$ cat src/rtl/pattern_seq_pkg.sv
// Shared types and helpers for the serial pattern controller.
package pattern_seq_pkg;

  typedef enum logic [1:0] {
    IDLE = 2'd0,
    RUN  = 2'd1,
    FIN  = 2'd2
  } state_t;

  localparam logic [3:0] DEFAULT_PATTERN = 4'b1011;
  localparam int         DEFAULT_LEN     = 4;

  // A pattern length is usable only if it selects at least one and at most pat_w bits.
  function automatic logic len_legal(input int unsigned pat_len, input int unsigned pat_w);
    return (pat_len >= 1) && (pat_len <= pat_w);
  endfunction

endpackage

$ cat src/rtl/pattern_seq_ctrl_shifter.sv
// Pattern store and bit-index down-counter; presents the next bit to send and
// flags when the bit currently on the line is the last of a pass.
module pattern_shifter #(
  parameter int PAT_W = 8,
  parameter int LEN_W = $clog2(PAT_W + 1)
) (
  input  logic             clk,
  input  logic             reset,
  input  logic             load,
  input  logic             advance,
  input  logic [PAT_W-1:0] pattern_in,
  input  logic [LEN_W-1:0] len_in,
  output logic             first_bit,
  output logic             next_bit,
  output logic             last_bit
);

  logic [PAT_W-1:0] pat_q, pat_d;
  logic [LEN_W-1:0] len_q, len_d;
  logic [LEN_W-1:0] idx_q, idx_d;
  logic [LEN_W-1:0] next_idx;

  // idx_q is the index of the bit currently driven on data_out.
  always_comb begin
    last_bit  = (idx_q == '0);
    next_idx  = last_bit ? (len_q - LEN_W'(1)) : (idx_q - LEN_W'(1));
    first_bit = |(pattern_in & (PAT_W'(1) << (len_in - LEN_W'(1))));
    next_bit  = |(pat_q & (PAT_W'(1) << next_idx));

    pat_d = pat_q;
    len_d = len_q;
    idx_d = idx_q;
    if (load) begin
      pat_d = pattern_in;
      len_d = len_in;
      idx_d = len_in - LEN_W'(1);
    end else if (advance) begin
      idx_d = next_idx;
    end
  end

  always_ff @(posedge clk or posedge reset) begin
    if (reset) begin
      pat_q <= '0;
      len_q <= '0;
      idx_q <= '0;
    end else begin
      pat_q <= pat_d;
      len_q <= len_d;
      idx_q <= idx_d;
    end
  end

endmodule

$ cat src/rtl/pattern_seq_ctrl.sv
// Serial pattern controller: FSM, pass counter, start/abort handshake.
// Optional PATTERN_SEQ_CTRL_LOOP_EN adds a 'loop' input for endless runs.
module pattern_seq_ctrl
  import pattern_seq_pkg::*;
#(
  parameter int PAT_W = 8,
  parameter int LEN_W = $clog2(PAT_W + 1),
  parameter int REP_W = 4
) (
  input  logic             clk,
  input  logic             reset,
  input  logic             start,
  input  logic             abort,
`ifdef PATTERN_SEQ_CTRL_LOOP_EN
  input  logic             loop,
`endif
  input  logic [PAT_W-1:0] pattern,
  input  logic [LEN_W-1:0] pat_len,
  input  logic [REP_W-1:0] repeats,
  output logic             data_out,
  output logic             data_valid,
  output logic             busy,
  output logic             done
);

  state_t           state_q, state_d;
  logic [REP_W-1:0] pass_q, pass_d;
  logic             data_out_q, data_out_d;
  logic             valid_q, valid_d;
  logic             busy_q, busy_d;
  logic             done_q, done_d;

  logic             load, advance;
  logic             first_bit, next_bit, last_bit;
  logic             len_ok;
  logic             loop_mode;

  pattern_shifter #(
    .PAT_W (PAT_W),
    .LEN_W (LEN_W)
  ) u_shifter (
    .clk        (clk),
    .reset      (reset),
    .load       (load),
    .advance    (advance),
    .pattern_in (pattern),
    .len_in     (pat_len),
    .first_bit  (first_bit),
    .next_bit   (next_bit),
    .last_bit   (last_bit)
  );

  assign len_ok = len_legal(32'(pat_len), PAT_W);

`ifdef PATTERN_SEQ_CTRL_LOOP_EN
  logic loop_q;

  always_ff @(posedge clk or posedge reset) begin
    if (reset) begin
      loop_q <= 1'b0;
    end else if (load) begin
      loop_q <= loop;
    end
  end

  assign loop_mode = loop_q;
`else
  assign loop_mode = 1'b0;
`endif

  // Outputs are computed for the next state and registered, so they change on
  // the same edge as the state transition.
  always_comb begin
    state_d    = state_q;
    pass_d     = pass_q;
    data_out_d = 1'b0;
    valid_d    = 1'b0;
    busy_d     = 1'b0;
    done_d     = 1'b0;
    load       = 1'b0;
    advance    = 1'b0;

    case (state_q)
      IDLE: begin
        if (start && !abort && len_ok) begin
          state_d    = RUN;
          pass_d     = repeats;
          load       = 1'b1;
          data_out_d = first_bit;
          valid_d    = 1'b1;
          busy_d     = 1'b1;
        end
      end
      RUN: begin
        if (abort) begin
          state_d = IDLE;
        end else if (last_bit && (pass_q == '0) && !loop_mode) begin
          state_d = FIN;
          busy_d  = 1'b1;
          done_d  = 1'b1;
        end else begin
          advance    = 1'b1;
          data_out_d = next_bit;
          valid_d    = 1'b1;
          busy_d     = 1'b1;
          if (last_bit && !loop_mode) begin
            pass_d = pass_q - REP_W'(1);
          end
        end
      end
      FIN: begin
        state_d = IDLE;
      end
      default: begin
        state_d = IDLE;
      end
    endcase
  end

  always_ff @(posedge clk or posedge reset) begin
    if (reset) begin
      state_q    <= IDLE;
      pass_q     <= '0;
      data_out_q <= 1'b0;
      valid_q    <= 1'b0;
      busy_q     <= 1'b0;
      done_q     <= 1'b0;
    end else begin
      state_q    <= state_d;
      pass_q     <= pass_d;
      data_out_q <= data_out_d;
      valid_q    <= valid_d;
      busy_q     <= busy_d;
      done_q     <= done_d;
    end
  end

  assign data_out   = data_out_q;
  assign data_valid = valid_q;
  assign busy       = busy_q;
  assign done       = done_q;

endmodule

$ cat config.mk
export PLATFORM = sky130hd
export DESIGN_NAME = pattern_seq_ctrl
export DESIGN_NICKNAME = d
export VERILOG_FILES = /design/src/rtl/pattern_seq_pkg.sv /design/src/rtl/pattern_seq_ctrl_shifter.sv /design/src/rtl/pattern_seq_ctrl.sv
export SDC_FILE = /design/constraint.sdc
export NUM_CORES = 1
export LEC_CHECK = 0
export ABC_AREA = 1
export BUFFER_PORTS_ARGS = -buffer_cell sky130_fd_sc_hd__buf_2
export CAP_MARGIN = 0
export CORE_MARGIN = 1
export CORE_UTILIZATION = 51
export CTS_CLUSTER_DIAMETER = 50
export DETAILED_ROUTE_END_ITERATION = 10
export PLACE_DENSITY = 0.78
export SETUP_SLACK_MARGIN = 0.15
export SYNTH_ARGS = -nofsm -noshare
export SYNTH_HDL_FRONTEND = slang
export SYNTH_HIERARCHICAL = 1
export SYNTH_SLANG_ARGS = --single-unit
$ cat constraint.sdc
create_clock -name clk -period 1.6 [get_ports clk]
set_clock_uncertainty 0.1 [all_clocks]
set_input_delay 0.08 -clock clk [delete_from_list [all_inputs] [get_ports clk]]
set_output_delay 0.08 -clock clk [all_outputs]
set_load 0.02 [all_outputs]
## Word-level counts from Yosys, hierarchy flattened

Cells that the tools add are included.

| word-level totals | value |
|---|---|
| logic and storage cells | 66 |
| output and inout bits | 4 |
| bits in registers | 26 |
| bits of input ports | 20 |

| cells by class | value |
|---|---|
| mux-type cells | 27 |
| shift operators | 2 |
| reduce and logical (&&, ||, !) cells | 14 |
| bitwise operators | 2 |
| $add $sub $neg | 4 |
| $lt $le $gt $ge | 2 |
| equal/unequal tests | 6 |

Operators with widths:

| operator | count |
|---|---|
| $mux W4 | 7 |
| $and A8 B8 Y8 | 2 |
| $reduce_or A8 Y1 | 2 |
| $shl A1 B4 Y8 const A | 2 |
| $sub A4 B1 Y4 const B | 4 |
| $mux W1 | 12 |
| $logic_not A4 Y1 | 2 |
| $ne A2 B2 Y1 const B | 4 |
| $pmux W4 S2 | 1 |
| $mux W2 | 3 |
| $pmux W1 S2 | 3 |
| $reduce_and A5 Y1 | 1 |
| $ge A4 B1 Y1 const B | 1 |
| $le A4 B4 Y1 const B | 1 |
| $logic_and A1 B1 Y1 | 4 |
| $pmux W2 S2 | 1 |
| $reduce_bool A2 Y1 | 2 |
| $ne A3 B3 Y1 const B | 1 |
| $eq A2 B1 Y1 const B | 1 |
| $logic_not A2 Y1 | 1 |
| $reduce_and A2 Y1 | 1 |
| $logic_not A1 Y1 | 1 |

## Longest topological paths before layout

Gate-level depths: netlist of the first run.

| depth | value |
|---|---|
| word-level depth | 8 |
| mapped depth | 14 |
| gate-level depth less buffers | 14 |

## Modules after synthesis

Netlist of the first run, hierarchy kept.

Modules (own cells, without submodules):

| module | area each (um^2) | times used | cells each | sequential area each (um^2) |
|---|---|---|---|---|
| pattern_shifter | 1093.5 | 1 | 141 | 400.4 |
| pattern_seq_ctrl | 564.3 | 1 | 72 | 250.2 |

## Worst setup path before layout of the first run

Ideal clock, no wire load.

| timing path | value |
|---|---|
| path type | reg2reg |
| start point | reg u_shifter.idx_q[1] |
| end point | reg data_out_q (netlist: data_out) |
| stages on the path, launching flop included | 14 |
| setup time | 0.116 ns |
| buffers on the path | 0 |
| data required time | 1.384 ns |
| period minus slack after synthesis | 1.735 ns |
| slack | -0.135 ns |
| data arrival time | 1.519 ns |
| cells stage by stage | dfrtp_1 nor2_4 nand3_2 nand2_4 inv_2 ha_1 inv_1 nand3_1 nand2_1 nand2_1 nor2_1 nor2_2 nand2_1 nand2_1 |

| between the ends | value |
|---|---|
| longest elaborated chain between the ends | 8 |
| elaborated cells on any way between the ends | 10 |
| those cells by class | add/sub: 1; shift: 1; mux: 4; bitwise: 1; reduce/logical: 3 |

Ends and longest elaborated chain:

| element | line | text |
|---|---|---|
| start, declared | pattern_seq_ctrl_shifter.sv:20 | `logic [LEN_W-1:0] idx_q, idx_d;` |
| start signal, assigned | pattern_seq_ctrl_shifter.sv:50 | `idx_q <= idx_d;` |
| $sub A4 B1 Y4 or $logic_not A4 Y1 (tied branches) | pattern_seq_ctrl_shifter.sv:26, pattern_seq_ctrl_shifter.sv:25 |  |
| $mux W4 (*) | pattern_seq_ctrl_shifter.sv:26 | `next_idx = last_bit ? (len_q - LEN_W'(1)) : (idx_q - LEN_W'(1));` |
| $shl A1 B4 Y8 (*) | pattern_seq_ctrl_shifter.sv:28 | `next_bit = \|(pat_q & (PAT_W'(1) << next_idx));` |
| $and A8 B8 Y8 (*) | pattern_seq_ctrl_shifter.sv:28 |  |
| $reduce_or A8 Y1 (*) | pattern_seq_ctrl_shifter.sv:28 |  |
| net next_bit | pattern_seq_ctrl.sv:34 | `logic first_bit, next_bit, last_bit;` |
| $mux W1 (*) | pattern_seq_ctrl.sv:97 | `end else if (last_bit && (pass_q == '0) && !loop_mode) begin` |
| $mux W1 (*) | pattern_seq_ctrl.sv:95 | `if (abort) begin` |
| $pmux W1 S2 (*) | pattern_seq_ctrl.sv:83 | `case (state_q)` |
| net data_out_d | pattern_seq_ctrl.sv:28 | `logic data_out_q, data_out_d;` |
| end signal, assigned | pattern_seq_ctrl.sv:131 | `data_out_q <= data_out_d;` |
| end, declared | pattern_seq_ctrl.sv:28 |  |

Mark *: on every way through the listed nets, which the timed path passes. The rest lies on a longest branch.
A chain may end at the register's enable or synchronous reset.

## Worst setup path in the final report of the first run

| timing path | value |
|---|---|
| start point | reg u_shifter.idx_q[2] |
| end point | reg data_out_q (netlist: data_out) |

Same word-level chain as after synthesis.

==> out/qor.yml, run 1 <==
status: "finished, violations left"
violations: "negative setup slack"
path_clk_slew_ns: 0.14
min_to: "data_out"
place_area_um2: 2010
path_common_cell: "nand2_1"
max_freq_ghz: 0.552
crit_buf_inv: 2
fin_area_um2: 2380
reg2reg_to: "data_out"
hold_path_depth: 6
syn_area_um2: 1660
area_delta_synth_final_pct: 43.6
postRouteAntennaNets: 0
critical-path-slowest-cell: "dfrtp_1"
synth-seq-area-share: 0.392
setup_tns_ns: -0.787
setup_viol: 9
postSynthCellCount: 213
p_int_mw: 1.96
p_sw_frac: 0.443
worst_slack_ns: -0.211
async_flop_share: 1.00
yosysWarnings: 6
synth_xor_xnor_area_share: 0.0158
whs_ns: 0.117
synthAdderAreaFrac: 0.0755
vdd_ir_drop_max_mv: 0.733
grt_pass1_wl_um: 6700
fin_crit_sh: 1.13
p_leak_nw: 1.20
yosys_register_bits: 26
post_drt_via_cell_ratio: 5.02
clk_latency_ns: 0.34
postLayoutCoreUtil: 0.774
combPwrFrac: 0.615
post-route-min-period_ns: 1.81
synthSimpleGateAreaFrac: 0.339
grt_usage: 0.264
synth_area_leaders: "dfrtp_1 (39%), nand2_1 (14%), inv_1 (8.2%), ha_1 (7.5%), nand3_1 (3.6%)"
core_area_um2: 3080
max_stage_delay_ns: 0.44
yosysTopAreaCellShare: 0.392
switching_power_mw: 1.56
num_antenna_cells: 0
r2r_slack_ns: -0.21
synth.mux.area_fraction: 0
drive_gt1_frac: 0.357
reg2reg_from: "u_shifter/idx_q[2]"
synth_cell_types: 27
synth_nets: 243
io_pins: 24
maxCapViolCount: 0
report.final.slew_viol_count: 0
chipWidth_um: 59.0
synth_edf_count: 0
synth_compound_area_frac: 0.0860
antenna_found_initial: 0
dieArea_um2: 3480
worstPathMaxFanout: 4
rsz0062_at_grt: "true"
grt_pass1_vias: 1471
cts-root-buf: "clkbuf_4"
nNetsFinal: 311
cts_num_sinks: 26
die_y_um: 59.0
io_buffers: 23
synth_flop_cell: "dfrtp_1"
synth_top_family_by_area: "simple AND/OR/NAND/NOR gates"
criticalPathCategory: "reg -> reg"
numCtsBuffers: 3
max-clock-path-buffers: 2
yosysTopAreaCell: "dfrtp_1"
power_density_nw_per_um2: 1480
num_rows: 20
place.gp.congestion: 0.908
dr.pass1.iters: 4
globalRouteOverflowTotal: 0
power_frac_seq: 0.285
max_slew_margin: 0.596
hold_viol: 0
crit_family: "simple AND/OR/NAND/NOR gates"
worstMarginPinSlew_ns: 0.606
crit_chain: "nor2_4 -> nand3_2 -> nand2_4 -> inv_4 -> ha_4 -> inv_2 -> nand3_1 -> nand2_2 -> nand2_1 -> nor2_2 -> nor2_2 -> nand2_1 -> nand2_1"
hold_class: "in -> reg"
start_util: 0.539
worst-r2r-cell-count: 13
cts_tree: "done"
crit_required_ns: 1.76
avgRoutedWirePerCell_um: 13.9
drt-total-wl_um: 4510
worstHoldStart: "pat_len[3]"
clkPwrFrac: 0.100
worst_ep_arrival_time_ns: 1.97
crit_path_start_kind: "flop"
vias: 1628
avgSynthCellArea_um2: 7.78
drc: 0
cts_max_level: 1
drt_iter0_markers: 72
grt_max_degree: 19
cp-end-kind: "flop"
dp_hpwl_um: 2780
[final cells by class]
| class | count | area, um2 |
|---|---|---|
| Clock buffer | 4 | 36.3 |
| Timing Repair Buffer | 65 | 499 |
| Sequential cell | 26 | 652 |
| Inverter | 38 | 159 |
| Fill cell | 189 | 697 |
| Tap cell | 44 | 55.1 |
| Multi-Input combinational cell | 147 | 980 |
[what timing repair did]
| item | 4_1_cts | 5_1_grt |
|---|---|---|
| endpoints found under the setup margin | 9 | 24 |
| setup buffers | 1 | 5 |
| hold buffers | 17 | 1 |
| pin swaps | 2 | 14 |
| hold endpoints to repair | 44 | 1 |
| gates resized for setup | 3 | 27 |
[cells by family after synthesis]
group | count (synthesis)
compound gates | 22
flops | 26
buf+inv | 40
simple gates | 112
xor+xnor | 3
fa+ha+maj | 10
[stage by stage]
step | std cells | total power [mW] | setup WS [ns]
finish | 324 | 3.53 | -0.211
global route | 324 | 3.77 | -0.322
CTS | 318 | 3.24 | -0.189
global placement | 296 | 2.77 | -0.129
detailed placement | 296 | 2.82 | -0.173
floorplan | 213 | 2.24 | -0.0671
[power by group through the flow]
stage	Sequential, mW	Combinational, mW	Clock [mW]
5_1_grt	1.02	2.37	0.379
6_report	1.00	2.17	0.353
3_5_place_dp	0.994	1.83	0
2_1_floorplan	0.986	1.25	0
3_3_place_gp	0.986	1.78	0
4_1_cts	0.980	1.92	0.339
[Yosys cell counts (3+ instances only)]
master   instances
xnor2_1          3
nand3_1         12
o21ai_0         12
nor2_1          16
dfrtp_1         26
nand2_1         61
nand4_1          3
ha_1            10
nand2_2          4
nand3_2          5
o22ai_1          3
inv_1           36
nor2_4           4
[registers in the layout, summed over array words and instances, names as in the netlist]
name and cells:
done 1, data_out 1, u_shifter/idx_q 4, state_q 2, u_shifter/len_q 4, busy 1, pass_q 4, data_valid 1
u_shifter/pat_q 8
[worst max path at each step]
stage                     depth (start not counted)        to  slack, ns               start
after global placement                           13  data_out      -0.13  u_shifter/idx_q[2]
final                                            13  data_out      -0.21  u_shifter/idx_q[2]
after CTS                                        12  data_out      -0.19  u_shifter/idx_q[3]
after global routing                             11  data_out      -0.32  u_shifter/idx_q[2]
after floorplan                                  13  data_out      -0.07  u_shifter/idx_q[2]
after detailed placement                         13  data_out      -0.17  u_shifter/idx_q[2]
[worst min-delay path, stage by stage]
cell	delay, ns
buf_2	0.12
xnor2_1	0.11
o21ai_0	0.08
nor2_1	0.04
nand2_1	0.06
nand2_1	0.04
[placed cells by master, fill, tap and decap left out, drive strengths merged, types with 4 or more instances in the layout]
master | synthesis | routed
dlygate4sd3 | 0 | 18
nor2 | 22 | 22
clkbuf | 1 | 4
o21ai | 14 | 14
inv | 38 | 36
nand2 | 67 | 67
buf | 1 | 47
nand3 | 17 | 17
nand4 | 5 | 5
ha | 10 | 10
dfrtp | 26 | 26
[routing by layer]
metal	vias up	share of wire	GRT usage
li1	799	-	-
met1	763	0.43	0.355
met2	53	0.50	0.442
met3	13	0.050	0.0218
met4	0	0.027	0.105
met5	-	0	0
Power figures use the tool's default switching activity.
==> run 2: changes to the inputs <==
--- a/config.mk
+++ b/config.mk
@@ -8,11 +8,11 @@
 export ABC_AREA = 1
 export BUFFER_PORTS_ARGS = -buffer_cell sky130_fd_sc_hd__buf_2
 export CAP_MARGIN = 0
-export CORE_MARGIN = 1
-export CORE_UTILIZATION = 51
+export CORE_MARGIN = 8
+export CORE_UTILIZATION = 52
 export CTS_CLUSTER_DIAMETER = 50
 export DETAILED_ROUTE_END_ITERATION = 10
-export PLACE_DENSITY = 0.78
+export PLACE_DENSITY = 0.77
 export SETUP_SLACK_MARGIN = 0.15
 export SYNTH_ARGS = -nofsm -noshare
 export SYNTH_HDL_FRONTEND = slang
==> constraint.sdc (replaced) <==
create_clock -name clk -period 2.3 [get_ports clk]
set_clock_uncertainty 0.1 [all_clocks]
set_input_delay 0.115 -clock clk [delete_from_list [all_inputs] [get_ports clk]]
set_output_delay 0.115 -clock clk [all_outputs]
set_load 0.02 [all_outputs]
==> run 2 against run 1 <==
  * The run now ends clean
  * Setup slack better by 0.53 ns
  * Via count shrank 10%
  * Sequential share of layout area is 4.8 points higher
  * Critical path type unchanged
  * Largest power group unchanged
  * Final cell count fell by 8.3%
  * Register-to-register slack better by 0.53 ns
  * Worst hold slack worse by 0.11 ns
  * Flip-flop and latch count did not move
  * Power fell by 43%
  * Global-route usage down 10 points
  * Die area increased by 51%
==> out/qor.yml, run 2 (synthesis gave the netlist of run 1 again) <==
io_buffers: 23  # unchanged
num_antenna_cells: 0  # unchanged
grt_pass1_wl_um: 6620  # was 6700 um
setup_tns_ns: 0  # was -0.787 ns
num_rows: 20  # unchanged
status: "finished clean"  # was finished, violations left
start_util: 0.543  # was 0.539
max_freq_ghz: 0.505  # was 0.552 GHz
hold_class: "in -> reg"  # unchanged
path_clk_slew_ns: 0.15  # was 0.14 ns
avgRoutedWirePerCell_um: 12.8  # was 13.9 um
max-clock-path-buffers: 2  # unchanged
dp_hpwl_um: 2780  # about the same
antenna_found_initial: 0  # unchanged
setup_viol: 0  # was 9
pre_cts_ws_ns: 0.370  # was -0.173 ns
crit_required_ns: 2.44  # was 1.76 ns
drive_gt1_frac: 0.209  # was 0.357
drt_iter0_markers: 94  # was 72
worst_ep_arrival_time_ns: 2.12  # was 1.97 ns
report.final.slew_viol_count: 0  # unchanged
dieArea_um2: 5250  # was 3480 um2
worstPathMaxFanout: 6  # was 4
post_cts.repair.setup_buffers: 0  # was 1
grt.busiest_layer: "met2"  # unchanged
criticalPathCategory: "reg -> reg"  # unchanged
final_cell_mix: "nand2_1 (61), inv_1 (36), dfrtp_1 (26), buf_2 (23), nor2_1 (15)"  # was nand2_1 (55), inv_1 (30), dfrtp_1 (25), buf_2 (23), buf_4 (20)
path_common_cell: "nand2_1"  # unchanged
fin_crit_sh: 0.861  # was 1.13
dr.pass1.iters: 4  # unchanged
worst_slack_ns: 0.319  # was -0.211 ns
globalRouteOverflowTotal: 0  # unchanged
max_stage_delay_ns: 0.47  # was 0.44 ns
largest_reg_flops: 8  # unchanged
worstMarginPinSlew_ns: 0.592  # was 0.606 ns
p_leak_nw: 1.08  # was 1.20 nW
met2_usage: 0.273  # was 0.442
grt_max_degree: 17  # was 19
rsz0062_at_grt: "false"  # was true
die_y_um: 72.5  # was 59.0 um
max_slew_margin: 0.605  # was 0.596
critical-path-slowest-cell: "dfrtp_1"  # unchanged
cts_num_sinks: 26  # unchanged
grt_usage: 0.160  # was 0.264
cp-end-kind: "flop"  # unchanged
power_density_nw_per_um2: 994  # was 1480 nW/um2
drc: 0  # unchanged
cts_tree: "done"  # unchanged
num-fill-cells: 271  # was 189
final_common_cell: "nand2_1"  # unchanged
clk_latency_ns: 0.33  # was 0.34 ns
place.gp.congestion: 0.923  # was 0.908
cts-root-buf: "clkbuf_4"  # unchanged
met1_usage: 0.198  # was 0.355
hold_path_depth: 5  # was 6
area_delta_synth_final_pct: 22.0  # was 43.6%
top_register: "u_shifter/pat_q"  # unchanged
chipWidth_um: 72.5  # was 59.0 um
numCtsBuffers: 3  # unchanged
grt_pass1_vias: 1432  # was 1471
crit_chain: "nor2_4 -> nand3_2 -> nand2_4 -> inv_2 -> ha_1 -> inv_1 -> nand3_1 -> nand2_1 -> nand2_1 -> nor2_1 -> nor2_2 -> nand2_1 -> nand2_1"  # was nor2_4 -> nand3_2 -> nand2_4 -> inv_4 -> ha_4 -> inv_2 -> nand3_1 -> nand2_2 -> nand2_1 -> nor2_2 -> nor2_2 -> nand2_1 -> nand2_1
post-route-min-period_ns: 1.98  # was 1.81 ns
cts_max_level: 1  # unchanged
postRouteAntennaNets: 0  # unchanged
core_area_um2: 3050  # was 3080 um2
use_met3: 0.0275  # was 0.0218
hold_viol: 0  # unchanged
maxCapViolCount: 0  # unchanged
post_drt_via_cell_ratio: 4.92  # was 5.02
worst-r2r-cell-count: 13  # unchanged
crit_path_start_kind: "flop"  # unchanged
io_pins: 24  # unchanged
vias: 1461  # was 1628
vdd_ir_drop_max_mv: 0.506  # was 0.733 mV
nNetsFinal: 284  # was 311
drt-total-wl_um: 3790  # was 4510 um
-- run 2: cell count changes in the layout (fill, tap and decap cells not counted), sizes merged --
cell / previous run / this run
buf: 47 / 24
bufinv: 0 / 1
clkbuf: 4 / 3
clkinv: 1 / 0
clkinvlp: 1 / 0
dlygate4sd3: 18 / 14
inv: 36 / 38
-- run 2: worst paths after layout --
check / slack [ns] / start / end
max: 0.32 / u_shifter/idx_q[1] / data_out
min: 0.005 / repeats[2] / pass_q[2]
max reg2reg: 0.32 / u_shifter/idx_q[1] / data_out
min reg2reg: 0.40 / u_shifter/pat_q[7] / u_shifter/pat_q[7]
max in group asynchronous: 1.44 / reset / u_shifter/pat_q[2]
min in group asynchronous: 0.18 / reset / busy
-- run 2: layout make-up --
class / count / area (um2) / share of cell area
inverter: 38 / 143 / 0.0705
timing repair buffer: 38 / 263 / 0.130
clock buffer: 3 / 22.5 / 0.0111
multi-input combinational: 147 / 858 / 0.425
tap: 44 / 55.1 / 0.0272
sequential: 26 / 651 / 0.322
clock inverter: 1 / 30.0 / 0.0149
-- run 2: timing repair --
item | in CTS | in global routing
hold endpoints to repair | 41 | 0
hold buffers | 14 | 0
gates resized for setup | 0 | 1
setup endpoints to repair | 0 | 1
-- run 2: per-stage QoR --
stage | total power, mW | instance area, um2 | cells | utilization | hold WS (ns)
6_report | 2.01 | 2020 | 297 | 0.662 | 0.00451
4_1_cts | 2.01 | 2020 | 297 | 0.661 | 0.0105
2_1_floorplan | 1.46 | 1660 | 213 | - | -0.145
5_1_grt | 2.19 | 2020 | 297 | 0.662 | 0.0222
3_3_place_gp | 1.66 | 1830 | 279 | 0.598 | 0.0140
3_5_place_dp | 1.66 | 1830 | 279 | 0.598 | 0.0224
-- run 2: where the power goes --
group          internal, mW  total (mW)  switching (mW)
clock                 0.176       0.322           0.146
sequential            0.588       0.684          0.0962
combinational         0.378        1.00           0.626
-- run 2: metal layers --
layer	up-vias	share of wire
met4	0	0.011
met1	669	0.44
met2	44	0.50
met3	4	0.043
li1	744	-
met5	-	0
-- run 2: critical path, delay by kind of cell (launching register included) --
kind | cells | cell delay [ns]
fa+ha+maj | 1 | 0.19
buf+inv | 2 | 0.12
flops | 1 | 0.47
simple gates | 10 | 1.01
